==> config.mk <==
export PLATFORM = sky130hd
export DESIGN_NAME = vec_issue_ctrl
export DESIGN_NICKNAME = d
export VERILOG_FILES = /design/src/rtl/vec_issue_ctrl.sv
export SDC_FILE = /design/constraint.sdc
export NUM_CORES = 1
export LEC_CHECK = 0
export CAP_MARGIN = 10
export CORE_MARGIN = 2
export CORE_UTILIZATION = 25
export DETAILED_ROUTE_END_ITERATION = 16
export PLACE_DENSITY = 0.56
export RECOVER_POWER = 50
export SYNTH_ARGS = -nofsm -noshare
export SYNTH_HDL_FRONTEND = slang
export SYNTH_SLANG_ARGS = --single-unit
==> constraint.sdc <==
create_clock -name clk -period 4.1 [get_ports clk]
set_input_delay 0.615 -clock clk [delete_from_list [all_inputs] [get_ports clk]]
set_output_delay 0.615 -clock clk [all_outputs]
set_load 0.005 [all_outputs]
==> src/rtl/vec_issue_ctrl.sv <==
// vec_issue_ctrl: registered instruction decoder with multi-beat vector issue and a branch-resolve/flush FSM.
// Optional feature macro: VEC_ISSUE_ILLEGAL_TRAP_EN (sticky illegal_op trap on unknown opcodes).
module vec_issue_ctrl #(
  parameter int INSTR_W  = 32,
  parameter int VLEN     = 8,
  parameter int LANES    = 4,
  parameter int BR_FLUSH = 2,
  localparam int EW      = (VLEN > 1) ? $clog2(VLEN) : 1
) (
  input  logic               clk,
  input  logic               rst_n,
  input  logic [INSTR_W-1:0] instn,
  input  logic               instn_valid,
  output logic               instn_ready,
  input  logic               ex_ready,
  input  logic               br_valid,
  input  logic               pcsrc,
  output logic               ctl_valid,
  output logic [5:0]         opcode,
  output logic               reg_dst,
  output logic               alu_src,
  output logic               branch,
  output logic               mem_write,
  output logic               reg_write,
  output logic               mem_to_reg,
  output logic               vreg_write,
  output logic [1:0]         alu_op,
  output logic [EW-1:0]      elem_base,
  output logic [LANES-1:0]   lane_mask,
  output logic               vec_last,
  output logic               flush,
`ifdef VEC_ISSUE_ILLEGAL_TRAP_EN
  output logic               illegal_op,
`endif
  output logic [1:0]         state
);

  localparam int BEATS      = (VLEN + LANES - 1) / LANES;
  localparam int BW         = (BEATS > 1) ? $clog2(BEATS) : 1;
  localparam int FW         = $clog2(BR_FLUSH + 1);
  localparam bit MULTI_BEAT = (BEATS > 1);

  localparam logic [5:0] OP_RTYPE  = 6'b000000;
  localparam logic [5:0] OP_RVTYPE = 6'b000001;
  localparam logic [5:0] OP_BEQ    = 6'b000100;
  localparam logic [5:0] OP_ADDI   = 6'b001000;
  localparam logic [5:0] OP_SET    = 6'b001111;
  localparam logic [5:0] OP_LW_R   = 6'b100000;
  localparam logic [5:0] OP_LW_V   = 6'b100001;
  localparam logic [5:0] OP_LW     = 6'b100011;
  localparam logic [5:0] OP_SW_R   = 6'b101000;
  localparam logic [5:0] OP_SW_V   = 6'b101001;
  localparam logic [5:0] OP_SW     = 6'b101011;

  typedef enum logic [1:0] {
    ST_NORMAL   = 2'b00,
    ST_VEC      = 2'b01,
    ST_BR_WAIT  = 2'b10,
    ST_BR_FLUSH = 2'b11
  } state_t;

  typedef struct packed {
    logic       known;
    logic       is_vec;
    logic       reg_dst;
    logic       alu_src;
    logic       branch;
    logic       mem_write;
    logic       reg_write;
    logic       mem_to_reg;
    logic       vreg_write;
    logic [1:0] alu_op;
  } dec_t;

  state_t           state_q;
  dec_t             dec;
  logic [5:0]       op_in;
  logic [BW-1:0]    beat_cnt;
  logic [BW-1:0]    beat_sel;
  logic [LANES-1:0] beat_mask;
  logic [EW-1:0]    beat_base;
  logic             beat_last;
  logic [FW-1:0]    flush_cnt;
  logic             load_en;
  logic             ready_core;
  logic             accept;
  logic             unused_bits;

  assign op_in       = instn[INSTR_W-1 -: 6];
  assign unused_bits = ^{instn[INSTR_W-7:0], dec.known};
  assign state       = state_q;

  always_comb begin
    dec       = '0;
    dec.known = 1'b1;
    case (op_in)
      OP_RTYPE:  begin dec.reg_dst = 1'b1; dec.alu_op = 2'b10; dec.reg_write = 1'b1; end
      OP_RVTYPE: begin dec.reg_dst = 1'b1; dec.alu_op = 2'b10; dec.vreg_write = 1'b1; dec.is_vec = 1'b1; end
      OP_LW:     begin dec.alu_op = 2'b10; dec.alu_src = 1'b1; dec.reg_write = 1'b1; dec.mem_to_reg = 1'b1; end
      OP_SW:     begin dec.alu_op = 2'b00; dec.alu_src = 1'b1; dec.mem_write = 1'b1; end
      OP_LW_R:   begin dec.reg_dst = 1'b1; dec.alu_op = 2'b10; dec.reg_write = 1'b1; dec.mem_to_reg = 1'b1; end
      OP_LW_V:   begin dec.reg_dst = 1'b1; dec.alu_op = 2'b10; dec.reg_write = 1'b1; dec.mem_to_reg = 1'b1;
                       dec.is_vec = 1'b1; end
      OP_SW_R:   begin dec.reg_dst = 1'b1; dec.alu_op = 2'b10; dec.mem_write = 1'b1; end
      OP_SW_V:   begin dec.reg_dst = 1'b1; dec.alu_op = 2'b10; dec.mem_write = 1'b1; dec.is_vec = 1'b1; end
      OP_BEQ:    begin dec.alu_op = 2'b01; dec.branch = 1'b1; end
      OP_ADDI,
      OP_SET:    begin dec.alu_op = 2'b00; dec.alu_src = 1'b1; dec.reg_write = 1'b1; end
      default:   dec.known = 1'b0;
    endcase
  end

  // Beat geometry; outside VEC this always describes beat 0.
  assign beat_sel  = (state_q == ST_VEC) ? beat_cnt : '0;
  assign beat_base = EW'(int'(beat_sel) * LANES);
  assign beat_last = (int'(beat_sel) == BEATS - 1);

  for (genvar gi = 0; gi < LANES; gi++) begin : g_lane
    assign beat_mask[gi] = ((int'(beat_sel) * LANES + gi) < VLEN);
  end

  assign load_en = !ctl_valid || ex_ready;

`ifdef VEC_ISSUE_ILLEGAL_TRAP_EN
  assign ready_core = (state_q == ST_NORMAL) && load_en && !illegal_op;
`else
  assign ready_core = (state_q == ST_NORMAL) && load_en;
`endif

  // Reset only masks the visible ready; no flop sees rst_n as data.
  assign instn_ready = ready_core && rst_n;
  assign accept      = instn_valid && ready_core;

  always_ff @(posedge clk or negedge rst_n) begin
    if (!rst_n) begin
      state_q    <= ST_NORMAL;
      ctl_valid  <= 1'b0;
      opcode     <= '0;
      reg_dst    <= 1'b0;
      alu_src    <= 1'b0;
      branch     <= 1'b0;
      mem_write  <= 1'b0;
      reg_write  <= 1'b0;
      mem_to_reg <= 1'b0;
      vreg_write <= 1'b0;
      alu_op     <= '0;
      elem_base  <= '0;
      lane_mask  <= '0;
      vec_last   <= 1'b0;
      flush      <= 1'b0;
      beat_cnt   <= '0;
      flush_cnt  <= '0;
`ifdef VEC_ISSUE_ILLEGAL_TRAP_EN
      illegal_op <= 1'b0;
`endif
    end else begin
      case (state_q)
        ST_NORMAL: begin
          if (accept) begin
`ifdef VEC_ISSUE_ILLEGAL_TRAP_EN
            if (!dec.known) begin
              illegal_op <= 1'b1;
              ctl_valid  <= 1'b0;
            end else
`endif
            begin
              ctl_valid  <= 1'b1;
              opcode     <= op_in;
              reg_dst    <= dec.reg_dst;
              alu_src    <= dec.alu_src;
              branch     <= dec.branch;
              mem_write  <= dec.mem_write;
              reg_write  <= dec.reg_write;
              mem_to_reg <= dec.mem_to_reg;
              vreg_write <= dec.vreg_write;
              alu_op     <= dec.alu_op;
              elem_base  <= '0;
              if (dec.is_vec && MULTI_BEAT) begin
                lane_mask <= beat_mask;
                vec_last  <= 1'b0;
                beat_cnt  <= BW'(1);
                state_q   <= ST_VEC;
              end else begin
                lane_mask <= '1;
                vec_last  <= 1'b1;
                if (dec.branch) begin
                  state_q <= ST_BR_WAIT;
                end
              end
            end
          end else if (load_en) begin
            ctl_valid <= 1'b0;
          end
        end

        // Control lines stay as loaded by beat 0; only beat geometry changes.
        ST_VEC: begin
          if (load_en) begin
            ctl_valid <= 1'b1;
            elem_base <= beat_base;
            lane_mask <= beat_mask;
            vec_last  <= beat_last;
            if (beat_last) begin
              beat_cnt <= '0;
              state_q  <= ST_NORMAL;
            end else begin
              beat_cnt <= beat_cnt + 1'b1;
            end
          end
        end

        ST_BR_WAIT: begin
          if (load_en) begin
            ctl_valid <= 1'b0;
          end
          if (br_valid) begin
            if (pcsrc) begin
              ctl_valid <= 1'b0;
              flush     <= 1'b1;
              flush_cnt <= FW'(BR_FLUSH);
              state_q   <= ST_BR_FLUSH;
            end else begin
              state_q <= ST_NORMAL;
            end
          end
        end

        ST_BR_FLUSH: begin
          if (load_en) begin
            ctl_valid <= 1'b0;
          end
          if (flush_cnt == FW'(1)) begin
            flush     <= 1'b0;
            flush_cnt <= '0;
            state_q   <= ST_NORMAL;
          end else begin
            flush_cnt <= flush_cnt - 1'b1;
          end
        end

        default: state_q <= ST_NORMAL;
      endcase
    end
  end

endmodule

==> Implementation_results.wiki, run 1 <==
{| class="wikitable"
! Metric !! Value
|-
| Cell breakdown of the critical path || dlygate4sd3_1 > buf_4 > and3_1 > clkdlybuf4s50_1
|-
| I/O pin total || 66
|-
| Half-perimeter wire length of the detailed placement result || ~2100 um
|-
| Clock-pin transition on the worst setup and hold timing paths || about 0.09 ns
|-
| DIE WIDTH || 75.5 um
|-
| Setup repair after global routing missed its margin || no
|-
| Worst EP arrival || between 2 and 2.5 ns
|-
| Fraction of final layout cells with drive strength greater than 1 || under 10%
|-
| Yosys synthesis warning count || 0
|-
| Outcome || finished clean
|-
| Number of synthesized flops with an enable pin || 0
|-
| Clock tree sinks || 25
|-
| Vias per std cell || roughly 4.5
|-
| FFs w/ async S/R, synth || between 90% and 100%
|-
| Hold violation total from the final report || 0
|-
| Reg2reg setup slack || between 2 and 2.5 ns
|-
| Vias in the first global route || about 960
|-
| Min-Delay Endpoint || vec_last
|-
| Minimum clock period || roughly 2.8 ns
|-
| Area of the core || 5010 um^2
|-
| Number of pins with negative max-slew slack in the final report || 0
|-
| First-pass GRT wire length || about 4500 um
|-
| Total power || ~810 uW
|-
| Final-layout setup total negative slack || 0 ns
|-
| Crit end category || primary output
|-
| Area growth from synthesis to layout || 34.2%
|-
| Startpoint class of the critical path || primary input
|-
| Routed length per placed instance || ~13 um
|-
| Crit Path Class || in -> out
|-
| Synthesized instance count || between 100 and 150
|-
| Pin count of the biggest net entering global routing || 27
|-
| Initial antenna violation count || 0
|-
| Yosys reg bits || 25
|-
| Root Buffer Master || sky130_fd_sc_hd__clkbuf_8
|-
| Most numerous cell types in the synthesized netlist || 25 x sky130_fd_sc_hd__dfrtp_1, 10 x sky130_fd_sc_hd__nand2_1, 10 x sky130_fd_sc_hd__nor2_1, 7 x sky130_fd_sc_hd__mux2_4
|-
| DRC || 0
|-
| Required time of the worst setup path || around 3.5 ns
|-
| Antenna Violating Nets Remaining || 0
|-
| Post-route cell area || about 1700 um^2
|-
| Max FFs per register || 6
|-
| Hold-critical path depth || 1
|-
| Mean area per synthesized cell || between 10 and 15 um^2
|-
| Residual overflow from global routing || 0
|-
| Initial DRC count || 40
|-
| Minimum setup slack after placement || between 1 and 1.5 ns
|-
| Power density over cell area || 471 nW/um^2
|-
| Capturing point of the worst reg2reg path || opcode[1]
|-
| Peak VDD IR || ~190 uV
|-
| Cell leakage power || between 0.0007 and 0.0008 uW
|-
| Worst path max stage delay || 0.53 ns
|-
| Top flip-flop cell by instance count after synthesis || sky130_fd_sc_hd__dfrtp_1
|-
| Total number of H-tree levels || 1
|-
| Register with the most flip-flops || opcode
|-
| Worst-path fanout max || 26
|-
| Sequential-to-total area share from yosys stat || 48.9%
|-
| TritonCTS buffer count || 3
|-
| Total vias in the final route || between 1000 and 1500
|-
| Maximum buffer depth of the clock tree || 2
|-
| Die Outline Area || 5700 um^2
|-
| CP Depth || 4
|-
| Detailed-router iteration count before antenna repair || 4
|-
| All-layer global routing usage || 10.4%
|-
| Number of standard-cell rows in the floorplan || 26
|-
| Area share of the largest cell type after synthesis || 48.9%
|-
| Antenna Diode Count || 0
|-
| Area of the mapped netlist || 1280 um^2
|-
| WL final || about 2800 um
|-
| Clock tree from TritonCTS || built
|-
| Worst r2r path cells || 2
|-
| Final weighted congestion of routability-driven global placement || a little under 0.8
|-
| Standard cell with the maximum stage delay on the critical path || sky130_fd_sc_hd__dlygate4sd3_1
|-
| Worst Skew || a little over 0.007 ns
|-
| Post-route worst setup slack || roughly 1.3 ns
|-
| Total number of nets in the final design || around 190
|-
| Starting Density || about a quarter
|-
| Final setup violating endpoints || 0
|-
| Number of setup buffers added after CTS || 0
|-
| Maximum frequency from static timing analysis || ~360 MHz
|-
| Die Span Y || approximately 76 um
|-
| Crit share post-route || about two thirds
|-
| # hold bufs at CTS || 0
|-
| Library cells used by synthesis || 34
|-
| Cell accounting for the most synthesized area || sky130_fd_sc_hd__dfrtp_1
|-
| Number of fill cells in the layout || 546
|-
| Insertion delay of the later-clocked pin in the worst-skew pair || about 0.26 ns
|-
| Final hold slack || slightly below 0.5 ns
|-
| HP Start || vec_last
|-
| Class of the tightest hold or removal check || reg -> reg
|-
| Launching point of the worst reg2reg path || state[0]
|-
| Post-CTS sizing || 0
|-
| Family with the most delay on the worst path || buffers and inverters
|-
| Max-cap violations || 0
|-
| Placed Instance Area || approximately 1700 um^2
|-
| Ranking of synthesized cells by area || sky130_fd_sc_hd__dfrtp_1 49%, sky130_fd_sc_hd__mux2_4 8.2%, sky130_fd_sc_hd__a21o_1 2.9%
|-
| Number of port buffers || 37
|-
| Number of buffers and inverters on the critical path || 3
|-
| Most numerous cell in the Yosys netlist || sky130_fd_sc_hd__dfrtp_1
|}
==> cell type report <==
type                            count  area [um^2]  share of cell area, %
Sequential cell                    25          626                   36.4
Multi-Input combinational cell     85          573                   33.4
Timing Repair Buffer               38          378                   22.0
Tap cell                           70         87.6                   5.10
Clock buffer                        4         45.0                   2.62
Inverter                            2         7.51                  0.437
==> stage by stage <==
stage / util [%] / std cells
floorplan: - / 125
global placement: 33.4 / 220
detailed placement: 33.4 / 220
CTS: 34.3 / 224
global route: 34.3 / 224
finish: 34.3 / 224
==> how the worst max path moves through the flow <==
stage / from / endpoint
after floorplan: ex_ready / opcode[0]
after detailed placement: rst_n / instn_ready
after global routing: rst_n / instn_ready
after CTS: rst_n / instn_ready
after global placement: rst_n / instn_ready
final: rst_n / instn_ready
==> per-layer routing <==
layer / wire length (um) / global-route usage, % / vias to the layer above
met5: 0 / 0 / -
met4: 39 / 3.51 / 0
met3: 128 / 2.12 / 4
met2: 1370 / 17.4 / 26
li1: - / - / 488
met1: 1270 / 13.5 / 493
==> logic make-up (layout without fill, tap and decap cells) <==
family,after synthesis,after routing,synth area share [%]
adder cells (fa/ha/maj),1,1,0.978
AO/OA/AOI/OAI,26,26,13.7
multiplexers,7,7,8.22
other,1,2,0.293
AND/OR/NAND/NOR,49,49,21.3
buffers and inverters,15,44,6.56
flip-flops,25,25,48.9
==> placed cells by master (no fill, tap or decap), types with 2 or more instances in the layout <==
master and count:
sky130_fd_sc_hd__o21ai_1 2, sky130_fd_sc_hd__nand2_1 10, sky130_fd_sc_hd__nor2_1 10, sky130_fd_sc_hd__dlygate4sd3_1 10, sky130_fd_sc_hd__conb_1 2, sky130_fd_sc_hd__a21o_1 5
sky130_fd_sc_hd__o31ai_1 2, sky130_fd_sc_hd__dfrtp_1 25, sky130_fd_sc_hd__nand2b_1 6, sky130_fd_sc_hd__nand3_1 4, sky130_fd_sc_hd__and3_1 3, sky130_fd_sc_hd__clkdlybuf4s50_1 27
sky130_fd_sc_hd__mux2_4 7, sky130_fd_sc_hd__clkbuf_8 3, sky130_fd_sc_hd__o21ai_0 5, sky130_fd_sc_hd__nand4_1 2, sky130_fd_sc_hd__a22o_1 3, sky130_fd_sc_hd__a311oi_1 2
sky130_fd_sc_hd__nor3_1 3, sky130_fd_sc_hd__inv_1 2, sky130_fd_sc_hd__nor2b_1 4, sky130_fd_sc_hd__a21oi_1 4
==> power by group <==
group          internal (uW)  switching, uW  leakage (uW)
sequential               310           51.5      0.000310
clock                   69.3           73.5     0.0000228
combinational            188            115      0.000433
total                    568            240      0.000766
Power figures use the tool's default switching activity.
==> inputs of run 2 (changes only) <==
clock period = 2.65 ns   (was 4.1 ns; I/O delays follow)
==> Implementation_results.wiki, run 2 (synthesis results as in run 1) <==
{| class="wikitable"
! Metric !! Value
|-
| Outcome || finished clean
|-
| Hold violation total from the final report || 0 (unchanged)
|-
| Number of standard-cell rows in the floorplan || 26 (unchanged)
|-
| Initial DRC count || 37 (-7.5%)
|-
| Worst-path fanout max || 7 (-73%)
|-
| Number of fill cells in the layout || 540 (-1.1%)
|-
| Max-cap violations || 0 (unchanged)
|-
| Crit end category || primary output
|-
| Antenna Violating Nets Remaining || 0 (unchanged)
|-
| Area of the core || 5010 um^2 (unchanged)
|-
| Root Buffer Master || sky130_fd_sc_hd__clkbuf_8
|-
| Crit share post-route || 82.8%
|-
| Die Outline Area || 5700 um^2 (unchanged)
|-
| Number of setup buffers added after CTS || 0 (unchanged)
|-
| DIE WIDTH || 75.5 um (unchanged)
|-
| Post-Route Utilization || 34.2% (-0.075 points)
|-
| Half-perimeter wire length of the detailed placement result || 2130 um (+0.41%)
|-
| Clock Power Share || 17.7% (about the same)
|-
| WL final || 2850 um (+1.2%)
|-
| I/O pin total || 66 (unchanged)
|-
| Post-CTS sizing || 0 (unchanged)
|-
| Placed Instance Area || 1670 um^2 (unchanged)
|-
| Die Span Y || 75.5 um (unchanged)
|-
| Starting Density || 25.5% (unchanged)
|-
| Worst Skew || 0.00250 ns (-0.00455 ns)
|-
| Final weighted congestion of routability-driven global placement || 0.770 (-2.9%)
|-
| Final-layout setup total negative slack || 0 ns (unchanged)
|-
| Insertion delay of the later-clocked pin in the worst-skew pair || 0.26 ns (about the same)
|-
| Vias in the first global route || 961 (-0.21%)
|-
| Clock-pin transition on the worst setup and hold timing paths || 0.08 ns (about the same)
|-
| Logic pwr share || 37.6% (about the same)
|-
| Register with the most flip-flops || opcode
|-
| Routed length per placed instance || 12.7 um (+1.2%)
|-
| Area occupied by multi-input gates || 573 um^2 (unchanged)
|-
| Cell leakage power || 0.000765 uW (about the same)
|-
| Final hold slack || 0.478 ns (-0.00461 ns)
|-
| Detailed-router iteration count before antenna repair || 4 (unchanged)
|-
| DRC || 0 (unchanged)
|-
| Area growth from synthesis to layout || 34.0%
|-
| Total vias in the final route || 1013 (+0.20%)
|-
| Post-route cell area || 1710 um^2 (-0.22%)
|-
| Total number of H-tree levels || 1 (unchanged)
|-
| Initial antenna violation count || 0 (unchanged)
|-
| All-layer global routing usage || 10.3% (-0.14 points)
|-
| Vias per std cell || 4.52 (+0.20%)
|-
| Total number of nets in the final design || 194 (unchanged)
|-
| Number of port buffers || 37 (unchanged)
|-
| Antenna Diode Count || 0 (unchanged)
|-
| Area used by sequential logic in the layout || 626 um^2 (unchanged)
|-
| Most frequent cells in the layout || 27 x sky130_fd_sc_hd__clkdlybuf4s50_1, 25 x sky130_fd_sc_hd__dfrtp_1, 10 x sky130_fd_sc_hd__nor2_1, 10 x sky130_fd_sc_hd__nand2_1, 10 x sky130_fd_sc_hd__dlygate4sd3_1
|-
| First-pass GRT wire length || 4440 um (-2.0%)
|-
| Minimum clock period || around 2.2 ns
|-
| Peak VDD IR || 189 uV (+0.25%)
|-
| Clock tree from TritonCTS || built
|-
| Required time of the worst setup path || 2.25 ns (-1.23 ns)
|-
| Fraction of power spent switching nets || 29.9% (+0.22 points)
|-
| Leading cell type in the layout, fill and taps excluded || sky130_fd_sc_hd__clkdlybuf4s50_1
|-
| Relative slew slack || 9.77%
|-
| Number of pins with negative max-slew slack in the final report || 0 (unchanged)
|-
| Final setup violating endpoints || 0 (unchanged)
|-
| Max FFs per register || 6 (unchanged)
|-
| Power density over cell area || 732 nW/um^2 (+56%)
|-
| Crit Path Class || in -> out
|-
| Clock tree sinks || 25 (unchanged)
|-
| TritonCTS buffer count || 3 (unchanged)
|-
| Startpoint class of the critical path || primary input
|-
| Slew @ Worst Pin || 1.35 ns
|-
| Maximum frequency from static timing analysis || ~460 MHz
|-
| Setup repair after global routing missed its margin || no
|-
| Maximum buffer depth of the clock tree || 2 (unchanged)
|-
| Fraction of final layout cells with drive strength greater than 1 || 8.44% (-0.65 points)
|-
| Worst EP arrival || 1.80 ns (-0.38 ns)
|-
| Residual overflow from global routing || 0 (unchanged)
|-
| Sequential share of power || 44.7% (about the same)
|-
| Class of the tightest hold or removal check || reg -> reg
|-
| # hold bufs at CTS || 0 (unchanged)
|-
| Net switching component of the power || 375 uW (+56%)
|-
| Pin count of the biggest net entering global routing || 26 (-3.7%)
|-
| Internal Power || 880 uW (+55%)
|}
==> run 2: cell type report <==
class | instances | share of cell area [%]
repair buffers | 38 | 21.8
multi-input cells | 85 | 33.5
clock buffers | 4 | 2.63
well taps | 70 | 5.11
inverters | 2 | 0.438
flip-flops and latches | 25 | 36.5
==> run 2: critical path, cell delays in order <==
cell and delay, ns:
sky130_fd_sc_hd__clkdlybuf4s50_1 0.51, sky130_fd_sc_hd__nor2b_4 0.07, sky130_fd_sc_hd__nor2_1 0.15, sky130_fd_sc_hd__and3_1 0.18
sky130_fd_sc_hd__clkdlybuf4s50_1 0.49
==> run 2: final timing paths <==
check,from,to,slack (ns),depth (start not counted)
min in group asynchronous,rst_n,flush,1.01,2
max in group asynchronous,rst_n,ctl_valid,0.85,2
max reg2reg,state[0],opcode[5],0.92,2
min reg2reg,elem_base[2],elem_base[2],0.48,1
max,ex_ready,instn_ready,0.46,5
min,elem_base[2],elem_base[2],0.48,1
==> run 2: power groups by stage <==
stage,combinational [uW],sequential (uW),clock [uW]
floorplan,265,553,0
global placement,478,567,0
detailed placement,490,572,0
CTS,493,564,233
global route,520,576,246
finish,471,561,222
==> run 2: metal layers <==
layer | GRT usage, % | vias to the layer above | wire, um
met5 | 0 | - | 0
met4 | 3.51 | 0 | 21
met3 | 1.72 | 2 | 156
met2 | 18.3 | 30 | 1440
met1 | 12.5 | 490 | 1230
li1 | - | 491 | -
==> run 2: per-stage QoR <==
stage / total power, uW / setup WS [ns] / cells
final: 1250 / 0.456 / 224
after global routing: 1340 / 0.385 / 224
after CTS: 1290 / 0.453 / 224
after detailed placement: 1060 / 0.462 / 220
after global placement: 1040 / 0.468 / 220
after floorplan: 818 / 1.09 / 125
